## src/rtl/gaussian_level_blur.sv

```systemverilog
// 3x3 Gaussian blur ([1 2 1]x[1 2 1]/16) for one pyramid octave.
// Reads the source through a fixed-latency BRAM port with edge clamping and
// writes each blurred pixel to a destination port with backpressure.
// Optional feature: define GAUSS_DOWNSAMPLE_EN to add a 2:1 decimated output
// stream (ds_*) stored after the full-size image.
module gaussian_level_blur #(
  parameter int unsigned BIT_DEPTH    = 8,
  parameter int unsigned IMG_WIDTH    = 128,
  parameter int unsigned IMG_HEIGHT   = 128,
  parameter int unsigned LEVELS       = 4,
  parameter int unsigned ADDR_W       = 15,
  parameter int unsigned READ_LATENCY = 2,
  localparam int unsigned LVL_W = (LEVELS > 1) ? $clog2(LEVELS) : 1
) (
  input  logic                 clk_in,
  input  logic                 rst_in,
  input  logic                 start_in,
  input  logic [LVL_W-1:0]     level_in,
  input  logic [ADDR_W-1:0]    src_base_in,
  input  logic [ADDR_W-1:0]    dst_base_in,
  output logic [ADDR_W-1:0]    rd_addr_out,
  output logic                 rd_en_out,
  input  logic [BIT_DEPTH-1:0] rd_data_in,
  output logic [ADDR_W-1:0]    wr_addr_out,
  output logic [BIT_DEPTH-1:0] wr_data_out,
  output logic                 wr_valid_out,
  input  logic                 wr_ready_in,
  output logic                 busy_out,
  output logic                 done_out,
`ifdef GAUSS_DOWNSAMPLE_EN
  output logic [ADDR_W-1:0]    ds_addr_out,
  output logic [BIT_DEPTH-1:0] ds_data_out,
  output logic                 ds_valid_out,
`endif
  output logic                 error_out
);

  localparam int unsigned XW    = (IMG_WIDTH > 1) ? $clog2(IMG_WIDTH) : 1;
  localparam int unsigned YW    = (IMG_HEIGHT > 1) ? $clog2(IMG_HEIGHT) : 1;
  localparam int unsigned SHW   = $clog2(XW + 1);
  localparam int unsigned SUM_W = BIT_DEPTH + 4;
  localparam int unsigned DCW   = (READ_LATENCY > 1) ? $clog2(READ_LATENCY) : 1;

  typedef enum logic [2:0] {
    S_IDLE, S_FETCH, S_DRAIN, S_ACC, S_WRITE, S_DONE
  } state_t;

  state_t                  state_q, state_d;
  logic [3:0]              tap_q, tap_d;
  logic [3:0]              rx_q, rx_d;
  logic [DCW-1:0]          drain_q, drain_d;
  logic [READ_LATENCY-1:0] vpipe_q, vpipe_d;
  logic [SUM_W-1:0]        sum_q, sum_d;
  logic [XW-1:0]           x_q, x_d, xmax_q, xmax_d;
  logic [YW-1:0]           y_q, y_d, ymax_q, ymax_d;
  logic [SHW-1:0]          wsh_q, wsh_d;
  logic [ADDR_W-1:0]       src_base_q, src_base_d, dst_base_q, dst_base_d;
  logic [ADDR_W-1:0]       rd_addr_q, rd_addr_d, wr_addr_q, wr_addr_d;
  logic [BIT_DEPTH-1:0]    wr_data_q, wr_data_d;
  logic                    rd_en_q, rd_en_d, wr_valid_q, wr_valid_d;
  logic                    busy_q, busy_d, done_q, done_d, error_q, error_d;
`ifdef GAUSS_DOWNSAMPLE_EN
  logic                    ds_en_q, ds_en_d, ds_valid_q, ds_valid_d;
  logic [ADDR_W-1:0]       ds_addr_q, ds_addr_d;
  logic [BIT_DEPTH-1:0]    ds_data_q, ds_data_d;
`endif

  logic       lvl_ok;
  logic [1:0] dyi, dxi, wsel;
  logic [XW-1:0] xs;
  logic [YW-1:0] ys;

  assign lvl_ok = (32'(level_in) < LEVELS);

  // Next-state, datapath and registered-output computation
  always_comb begin
    state_d    = state_q;
    tap_d      = 4'd0;
    rx_d       = rx_q;
    drain_d    = drain_q;
    vpipe_d    = (vpipe_q << 1) | READ_LATENCY'(rd_en_q);
    sum_d      = sum_q;
    x_d        = x_q;
    y_d        = y_q;
    xmax_d     = xmax_q;
    ymax_d     = ymax_q;
    wsh_d      = wsh_q;
    src_base_d = src_base_q;
    dst_base_d = dst_base_q;
    wr_addr_d  = wr_addr_q;
    wr_data_d  = wr_data_q;
    wr_valid_d = wr_valid_q;
    error_d    = 1'b0;
    rd_addr_d  = '0;
    dyi        = 2'd1;
    dxi        = 2'd1;
    wsel       = 2'd0;
    xs         = '0;
    ys         = '0;
`ifdef GAUSS_DOWNSAMPLE_EN
    ds_en_d    = ds_en_q;
    ds_valid_d = 1'b0;
    ds_addr_d  = ds_addr_q;
    ds_data_d  = ds_data_q;
`endif

    if (state_q == S_FETCH) tap_d = tap_q + 4'd1;

    // Accumulate a returning tap; weight shift 0/1/2 for corner/edge/centre
    if (vpipe_q[READ_LATENCY-1]) begin
      case (rx_q)
        4'd4:                      wsel = 2'd2;
        4'd1, 4'd3, 4'd5, 4'd7:    wsel = 2'd1;
        default:                   wsel = 2'd0;
      endcase
      sum_d = sum_q + (SUM_W'(rd_data_in) << wsel);
      rx_d  = rx_q + 4'd1;
    end

    case (state_q)
      S_IDLE: begin
        if (start_in) begin
          if (lvl_ok) begin
            state_d    = S_FETCH;
            src_base_d = src_base_in;
            dst_base_d = dst_base_in;
            xmax_d     = XW'((IMG_WIDTH >> level_in) - 1);
            ymax_d     = YW'((IMG_HEIGHT >> level_in) - 1);
            wsh_d      = SHW'(XW - 32'(level_in));
            x_d        = '0;
            y_d        = '0;
            sum_d      = '0;
            rx_d       = 4'd0;
`ifdef GAUSS_DOWNSAMPLE_EN
            ds_en_d    = (32'(level_in) != LEVELS - 1);
`endif
          end else begin
            error_d = 1'b1;
          end
        end
      end
      S_FETCH: begin
        if (tap_q == 4'd8) begin
          state_d = S_DRAIN;
          drain_d = '0;
        end
      end
      S_DRAIN: begin
        if (drain_q == DCW'(READ_LATENCY - 1)) state_d = S_ACC;
        else drain_d = drain_q + DCW'(1);
      end
      S_ACC: begin
        wr_data_d  = BIT_DEPTH'((sum_q + SUM_W'(8)) >> 4);
        wr_addr_d  = dst_base_q + (ADDR_W'(y_q) << wsh_q) + ADDR_W'(x_q);
        wr_valid_d = 1'b1;
        sum_d      = '0;
        rx_d       = 4'd0;
        state_d    = S_WRITE;
      end
      S_WRITE: begin
        if (wr_ready_in) begin
          wr_valid_d = 1'b0;
`ifdef GAUSS_DOWNSAMPLE_EN
          if (ds_en_q && !x_q[0] && !y_q[0]) begin
            ds_valid_d = 1'b1;
            ds_data_d  = wr_data_q;
            ds_addr_d  = dst_base_q
                       + ((ADDR_W'(ymax_q) + ADDR_W'(1)) << wsh_q)
                       + ((ADDR_W'(y_q >> 1) << wsh_q) >> 1)
                       + ADDR_W'(x_q >> 1);
          end
`endif
          if (x_q == xmax_q && y_q == ymax_q) begin
            state_d = S_DONE;
            x_d     = '0;
            y_d     = '0;
          end else begin
            state_d = S_FETCH;
            if (x_q == xmax_q) begin
              x_d = '0;
              y_d = y_q + YW'(1);
            end else begin
              x_d = x_q + XW'(1);
            end
          end
        end
      end
      S_DONE:  state_d = S_IDLE;
      default: state_d = S_IDLE;
    endcase

    // Read address for the tap issued next cycle, clamped to the image
    case (tap_d)
      4'd0: {dyi, dxi} = {2'd0, 2'd0};
      4'd1: {dyi, dxi} = {2'd0, 2'd1};
      4'd2: {dyi, dxi} = {2'd0, 2'd2};
      4'd3: {dyi, dxi} = {2'd1, 2'd0};
      4'd4: {dyi, dxi} = {2'd1, 2'd1};
      4'd5: {dyi, dxi} = {2'd1, 2'd2};
      4'd6: {dyi, dxi} = {2'd2, 2'd0};
      4'd7: {dyi, dxi} = {2'd2, 2'd1};
      4'd8: {dyi, dxi} = {2'd2, 2'd2};
      default: {dyi, dxi} = {2'd1, 2'd1};
    endcase
    case (dxi)
      2'd0:    xs = (x_d == '0) ? x_d : x_d - XW'(1);
      2'd2:    xs = (x_d == xmax_d) ? x_d : x_d + XW'(1);
      default: xs = x_d;
    endcase
    case (dyi)
      2'd0:    ys = (y_d == '0) ? y_d : y_d - YW'(1);
      2'd2:    ys = (y_d == ymax_d) ? y_d : y_d + YW'(1);
      default: ys = y_d;
    endcase

    rd_en_d = (state_d == S_FETCH);
    if (rd_en_d) rd_addr_d = src_base_d + (ADDR_W'(ys) << wsh_d) + ADDR_W'(xs);
    busy_d = (state_d == S_FETCH) || (state_d == S_DRAIN) ||
             (state_d == S_ACC) || (state_d == S_WRITE);
    done_d = (state_d == S_DONE);
  end

  // State and output registers
  always_ff @(posedge clk_in or negedge rst_in) begin
    if (!rst_in) begin
      state_q    <= S_IDLE;
      tap_q      <= 4'd0;
      rx_q       <= 4'd0;
      drain_q    <= '0;
      vpipe_q    <= '0;
      sum_q      <= '0;
      x_q        <= '0;
      y_q        <= '0;
      xmax_q     <= '0;
      ymax_q     <= '0;
      wsh_q      <= '0;
      src_base_q <= '0;
      dst_base_q <= '0;
      rd_addr_q  <= '0;
      rd_en_q    <= 1'b0;
      wr_addr_q  <= '0;
      wr_data_q  <= '0;
      wr_valid_q <= 1'b0;
      busy_q     <= 1'b0;
      done_q     <= 1'b0;
      error_q    <= 1'b0;
`ifdef GAUSS_DOWNSAMPLE_EN
      ds_en_q    <= 1'b0;
      ds_valid_q <= 1'b0;
      ds_addr_q  <= '0;
      ds_data_q  <= '0;
`endif
    end else begin
      state_q    <= state_d;
      tap_q      <= tap_d;
      rx_q       <= rx_d;
      drain_q    <= drain_d;
      vpipe_q    <= vpipe_d;
      sum_q      <= sum_d;
      x_q        <= x_d;
      y_q        <= y_d;
      xmax_q     <= xmax_d;
      ymax_q     <= ymax_d;
      wsh_q      <= wsh_d;
      src_base_q <= src_base_d;
      dst_base_q <= dst_base_d;
      rd_addr_q  <= rd_addr_d;
      rd_en_q    <= rd_en_d;
      wr_addr_q  <= wr_addr_d;
      wr_data_q  <= wr_data_d;
      wr_valid_q <= wr_valid_d;
      busy_q     <= busy_d;
      done_q     <= done_d;
      error_q    <= error_d;
`ifdef GAUSS_DOWNSAMPLE_EN
      ds_en_q    <= ds_en_d;
      ds_valid_q <= ds_valid_d;
      ds_addr_q  <= ds_addr_d;
      ds_data_q  <= ds_data_d;
`endif
    end
  end

  assign rd_addr_out  = rd_addr_q;
  assign rd_en_out    = rd_en_q;
  assign wr_addr_out  = wr_addr_q;
  assign wr_data_out  = wr_data_q;
  assign wr_valid_out = wr_valid_q;
  assign busy_out     = busy_q;
  assign done_out     = done_q;
  assign error_out    = error_q;
`ifdef GAUSS_DOWNSAMPLE_EN
  assign ds_addr_out  = ds_addr_q;
  assign ds_data_out  = ds_data_q;
  assign ds_valid_out = ds_valid_q;
`endif

endmodule

```

## config.mk

```make
export PLATFORM = sky130hd
export DESIGN_NAME = gaussian_level_blur
export DESIGN_NICKNAME = d
export VERILOG_FILES = /design/src/rtl/gaussian_level_blur.sv
export SDC_FILE = /design/constraint.sdc
export NUM_CORES = 1
export LEC_CHECK = 0
export BUFFER_PORTS_ARGS = -buffer_cell sky130_fd_sc_hd__buf_4
export CORE_AREA = 2 2 133 135
export DETAILED_ROUTE_END_ITERATION = 6
export DIE_AREA = 0 0 135 137
export GPL_ROUTABILITY_DRIVEN = 0
export PLACE_DENSITY = 0.86
export SETUP_SLACK_MARGIN = 0.1
export SYNTH_ARGS = -nofsm -noshare
export SYNTH_HDL_FRONTEND = slang
export SYNTH_SLANG_ARGS = --single-unit
```

## constraint.sdc

```tcl
create_clock -name clk_in -period 6.32 [get_ports clk_in]
set_input_delay 1.264 -clock clk_in [delete_from_list [all_inputs] [get_ports clk_in]]
set_output_delay 1.264 -clock clk_in [all_outputs]
set_load 0.1 [all_outputs]
```

Word-level counts from Yosys, hierarchy flattened. Memories as Yosys holds them, arrays and structs flattened. Cells that the tools add are included.

Add/subtract/negate cells: 17. Equal/unequal tests: 23. Shift operators: 4. Mux-type cells: 45. Bitwise logic cells: 1. Reduce and logical (&&, ||, !) cells: 15.

Operator list (number): $mux W7 (16); $pmux W7 S2 (4); $mux W15 (3); $add A15 B15 Y15 (2); $add A15 B7 Y15 (2); $shl A7 B3 Y15 (2); $add A7 B1 Y7 const B (4); $eq A7 B7 Y1 (4); $mux W12 (2); $pmux W12 S2 (1); $mux W3 (7); $sub A7 B1 Y7 const B (3); $pmux W3 S5 (1); $logic_not A7 Y1 (2); $add A12 B12 Y12 (1); $add A12 B4 Y12 const B (1); $eq A3 B2 Y1 const B (4); $eq A4 B3 Y1 const B (3); $mux W4 (3); $shl A8 B2 Y12 (1); $eq A3 B3 Y1 const B (3); $add A4 B1 Y4 const B (2); $pmux W4 S2 (1); $shr A8 B2 Y7 const A (1); 21 further kinds (32).

Flip-flop bits (word level): 129. Memory bits (read-only): 64. Input port bits: 44. Output and inout port bits: 43. Logic and storage cells: 126. Memories: 1.

Memories: (name not given) (words 16, bits a word 4, read ports 1, clocked after Yosys merged registers in 0, wr ports 0, RTL line 193) `case (tap_d)`.

Logic depth before layout (Yosys ltp).
Word-level depth: 12. Gate-level depth with buffers: 31. Gate-level depth less buffers: 29.

Least setup slack after synthesis. Ideal clock, no wire load.

Path type: input port to flip-flop. Start: input port wr_ready_in. End: register rd_addr_q[14], in the netlist rd_addr_out[14]. Library setup time: 0.125 ns. Arrival: 7.003 ns. Required time: 6.195 ns. Setup slack: -0.807 ns. Stages on the path: 28. Buffers on the path: 1. Cells stage by stage: nor4bb_1 -> and4_1 -> and2_2 -> a31oi_1 -> xnor2_1 -> or4b_4 -> or4_1 -> buf_2 -> mux2i_1 -> a221o_1 -> mux2_2 -> o21ai_0 -> nand2_1 -> fa_1 -> inv_1 -> ha_1 -> a21o_1 -> a21o_1 -> a21o_1 -> a21oi_1 -> nor2b_1 -> o21a_1 -> nor3_1 -> nor2_1 -> o41ai_1 -> o21ai_0 -> xnor2_1 -> nor2_1.

Word-level cells in the longest chain between the ends: 9. Elaborated cells on any way between the ends: 25. Those cells by class: add/sub (6); eq/ne (3); shift (1); mux (13); reduce/logical (2).

Ends and longest elaborated chain: start: declaration (RTL line 27) `input logic wr_ready_in,`; $mux W7 (RTL line 161) `if (wr_ready_in) begin`; $pmux W7 S2 (RTL line 120) `case (state_q)`; $add A7 B1 Y7 (tied with other cells) (RTL line 212) `2'd2: ys = (y_d == ymax_d) ? y_d : y_d + YW'(1);`; $mux W7 (on tied branches) (RTL line 212, 211); $pmux W7 S2 (RTL line 210) `case (dyi)`; $shl A7 B3 Y15 (RTL line 217) `if (rd_en_d) rd_addr_d = src_base_d + (ADDR_W'(ys) << wsh_d) + ADDR_W'(xs);`; $add A15 B15 Y15 (RTL line 217); $add A15 B7 Y15 (RTL line 217); $mux W15 * (RTL line 217); net rd_addr_d[14] (RTL line 58) `logic [ADDR_W-1:0] rd_addr_q, rd_addr_d, wr_addr_q, wr_addr_d;`; end signal: assignment (RTL line 267) `rd_addr_q <= rd_addr_d;`; end: declaration (RTL line 58).

Mark *: on every way through the listed nets, which the timed path passes. The rest lies on a longest branch. A chain may end at the register's enable or synchronous reset.

Final worst setup path.
Start: input port wr_ready_in. End: register rd_addr_q[12], in the netlist rd_addr_out[12].

The elaborated chain is that of the path after synthesis.

==> results.toml <==
[cells_and_area]
nNetsFinal = 1354
fillers = 1230
antenna_cells = 0
layout-drive-gt1-share_pct = 25.8
area_growth_pct = 27.1

[drt]
vias_per_cell = 5.82
drt-wirelength-per-cell_um = 16.9
drt_pre_antenna_iters = 7
via_count = 8511
finalWirelength_mm = 24.7
drcViolationCount = 0
drtIter0Drc = 607
ant_nets = 0

[sta]
fin_crit_ns = 6.51
finalClockSkew_ns = 0.00910
tightest_slew_ns = 1.04
fin_tns_setup_ns = -0.281
min_period_over_period_pct = 103
rsz0062_at_grt = "true"
worst_slack_ns = -0.187
finalHoldViolations = 0
setup_violations = 2
max_clock_freq_ghz = 0.154
max_slew_margin_pct = 30.7
report.final.slew_viol_count = 0

[setup_path]
cpPeakStageDelay_ns = 0.53
critPathMostFrequentCell = "a21o_1"
cp_max_fo = 3
cp.required_ns = 6.61
r2r-end = "rd_addr_out[12]"
critical_path_class = "input port to flop"
cp_num_buf_inv = 3
critPathTopFamily = "simple AND/OR/NAND/NOR gates"
path_depth = 28
cp_slowest_cell = "fa_1"
crit_arrival_ns = 6.80
r2r_start = "x_q[0]"
rr_worst_depth = 29
cp-end-kind = "flop"
rrSetupSlack_ns = -0.13
worstSetupEndpoint = "rd_addr_out[12]"
critPathLaunchType = "input port"
startpoint = "wr_ready_in"

[global_route]
grt.total_usage_pct = 27.3
grt_max_degree = 81
grt_pass1_vias = 8585
grt_overflow = 0
grt_first_pass_wirelength_mm = 39.8
grt_antenna_before_repair = 0

[clock_tree]
clockBufferDepth = 2
cts_hold_buf = 0
cts_buffers = 17
cts_sinks = 129
clk_latency_ns = 0.43
path_clk_slew_ns = 0.06
cts_htree_levels = 4
cts_tree = "yes"
cts_root_buf = "clkbuf_16"

[place]
pre_cts_ws_ns = -0.744
dp_hpwl_mm = 17.5
portBuffers = 85

[synthesis]
async_flop_share_pct = 100
synth_edf_count = 0
seq_area_frac_synth_pct = 35.1
syn_avg_cell_area_um2 = 8.91
synth_seq_cells = 129
synth_ff_type = "dfrtp_1"
yosys_warnings = 0
ys_types = 85
synth_area_um2 = 9190
postSynthCellCount = 1031
syn_nets = 1161

[status]
status = "finished, violations left"
violations = "setup timing"

[floorplan]
fp.coreArea_um2 = 17100
initial_core_util_pct = 53.9
die_width_um = 135
rows = 48
die_area_um2 = 18500
die_h_um = 137
io_pins = 87

[run]
maxCapViolations = 0

[worst_hold_path]
worstHoldPathType = "flop to flop"
hp-start = "vpipe_q[0]"
-- worst min-delay path by stage --
stage / to / cells after the start
5_1_grt: vpipe_q[1] / 0
3_5_place_dp: vpipe_q[1] / 0
6_report: vpipe_q[1] / 0
4_1_cts: vpipe_q[1] / 0
2_1_floorplan: vpipe_q[1] / 0
3_3_place_gp: vpipe_q[1] / 0
-- flip-flops by register name, indices dropped and copies added (netlist names), 8 cells and up --
| name | flops |
|---|---|
| dst_base_q | 15 |
| rd_addr_out | 15 |
| wr_data_out | 8 |
| src_base_q | 15 |
| wr_addr_out | 15 |
| sum_q | 12 |
-- worst register-to-register path, delay by kind of cell, from the launching register on --
kind                     cells  cell delay [ns]
adder cells (fa/ha/maj)      2             0.79
XOR/XNOR                     2             0.36
multiplexers                 2             0.44
buffers and inverters        4             0.55
AO/OA/AOI/OAI               11             2.11
AND/OR/NAND/NOR              8             1.66
flip-flops                   1             0.40
-- stage by stage --
stage	instances	hold slack, ns	cell area (µm²)	utilization (%)
finish	1462	0.355	11700	68.4
global route	1462	0.362	11700	68.4
CTS	1458	0.353	11600	67.8
floorplan	1031	0.331	9270	-
global placement	1419	0.333	10900	63.8
detailed placement	1419	0.340	10900	63.8
-- cell type report --
| type | count | area [µm²] | share of cell area [%] |
|---|---|---|---|
| Clock buffer | 23 | 498 | 4.27 |
| Clock inverter | 9 | 104 | 0.890 |
| Inverter | 52 | 195 | 1.67 |
| Multi-Input combinational cell | 812 | 5760 | 49.4 |
| Sequential cell | 129 | 3230 | 27.7 |
| Tap cell | 225 | 282 | 2.41 |
| Timing Repair Buffer | 212 | 1600 | 13.7 |
-- cell families after synthesis --
kind of cell,synth area share [%]
AOI/OAI and AO/OA,14.7
xor gates and xnor gates,7.33
adders and majority gates,13.1
buffers and inverters,4.10
DFF,35.1
muxes,5.19
other,0.0408
and+or+nand+nor,20.4
-- synthesized netlist by cell type (6+ instances only) --
master | count | area (µm²)
nor3_1 | 27 | 135
dfrtp_1 | 129 | 3230
xor2_1 | 31 | 272
ha_1 | 69 | 863
nand2_1 | 165 | 619
o21bai_1 | 8 | 60.1
nor2b_1 | 12 | 75.1
a21oi_1 | 42 | 210
and3_1 | 11 | 68.8
or2_2 | 14 | 87.6
inv_1 | 50 | 188
clkbuf_1 | 24 | 90.1
fa_1 | 17 | 340
nand3_1 | 19 | 95.1
xnor2_1 | 44 | 385
o22ai_1 | 8 | 50.1
nand2b_1 | 8 | 50.1
nor4_1 | 7 | 43.8
mux2i_1 | 42 | 420
nand4_1 | 8 | 50.1
o21ai_0 | 63 | 315
and2_1 | 6 | 37.5
nor2_1 | 80 | 300
a21o_1 | 18 | 135
o21a_1 | 12 | 90.1
-- per-layer routing --
layer  share of wire (%)  track usage (%)
met5                   0                0
met4                 3.6             13.5
met3                 5.9             5.70
met2                  51             48.2
met1                  40             31.5
-- timing repair --
action / 4_1_cts / 5_1_grt
endpoints found under the setup margin: 6 / 8
pin swaps: 15 / 6
setup buffers: 7 / 4
gates resized for setup: 10 / 15
-- cell usage in the layout, fill, tap and decap left out, types with 12 or more instances in the layout --
cell type  synthesis  layout
dfrtp_1          129     129
nor3_1            27      26
buf_4              3     210
or2_2             14      14
nor2_1            80      77
mux2i_1           42      42
xor2_1            31      31
clkbuf_16          0      17
fa_1              17      16
ha_1              69      68
nand3_1           19      19
xnor2_1           44      44
inv_1             50      49
o21a_1            12      12
a21oi_1           42      38
o21ai_0           63      58
a21o_1            18      18
nand2_1          165     163
Power is not shown: default switching activity piles up to over one toggle a cycle in this logic, so the estimate is an artifact.
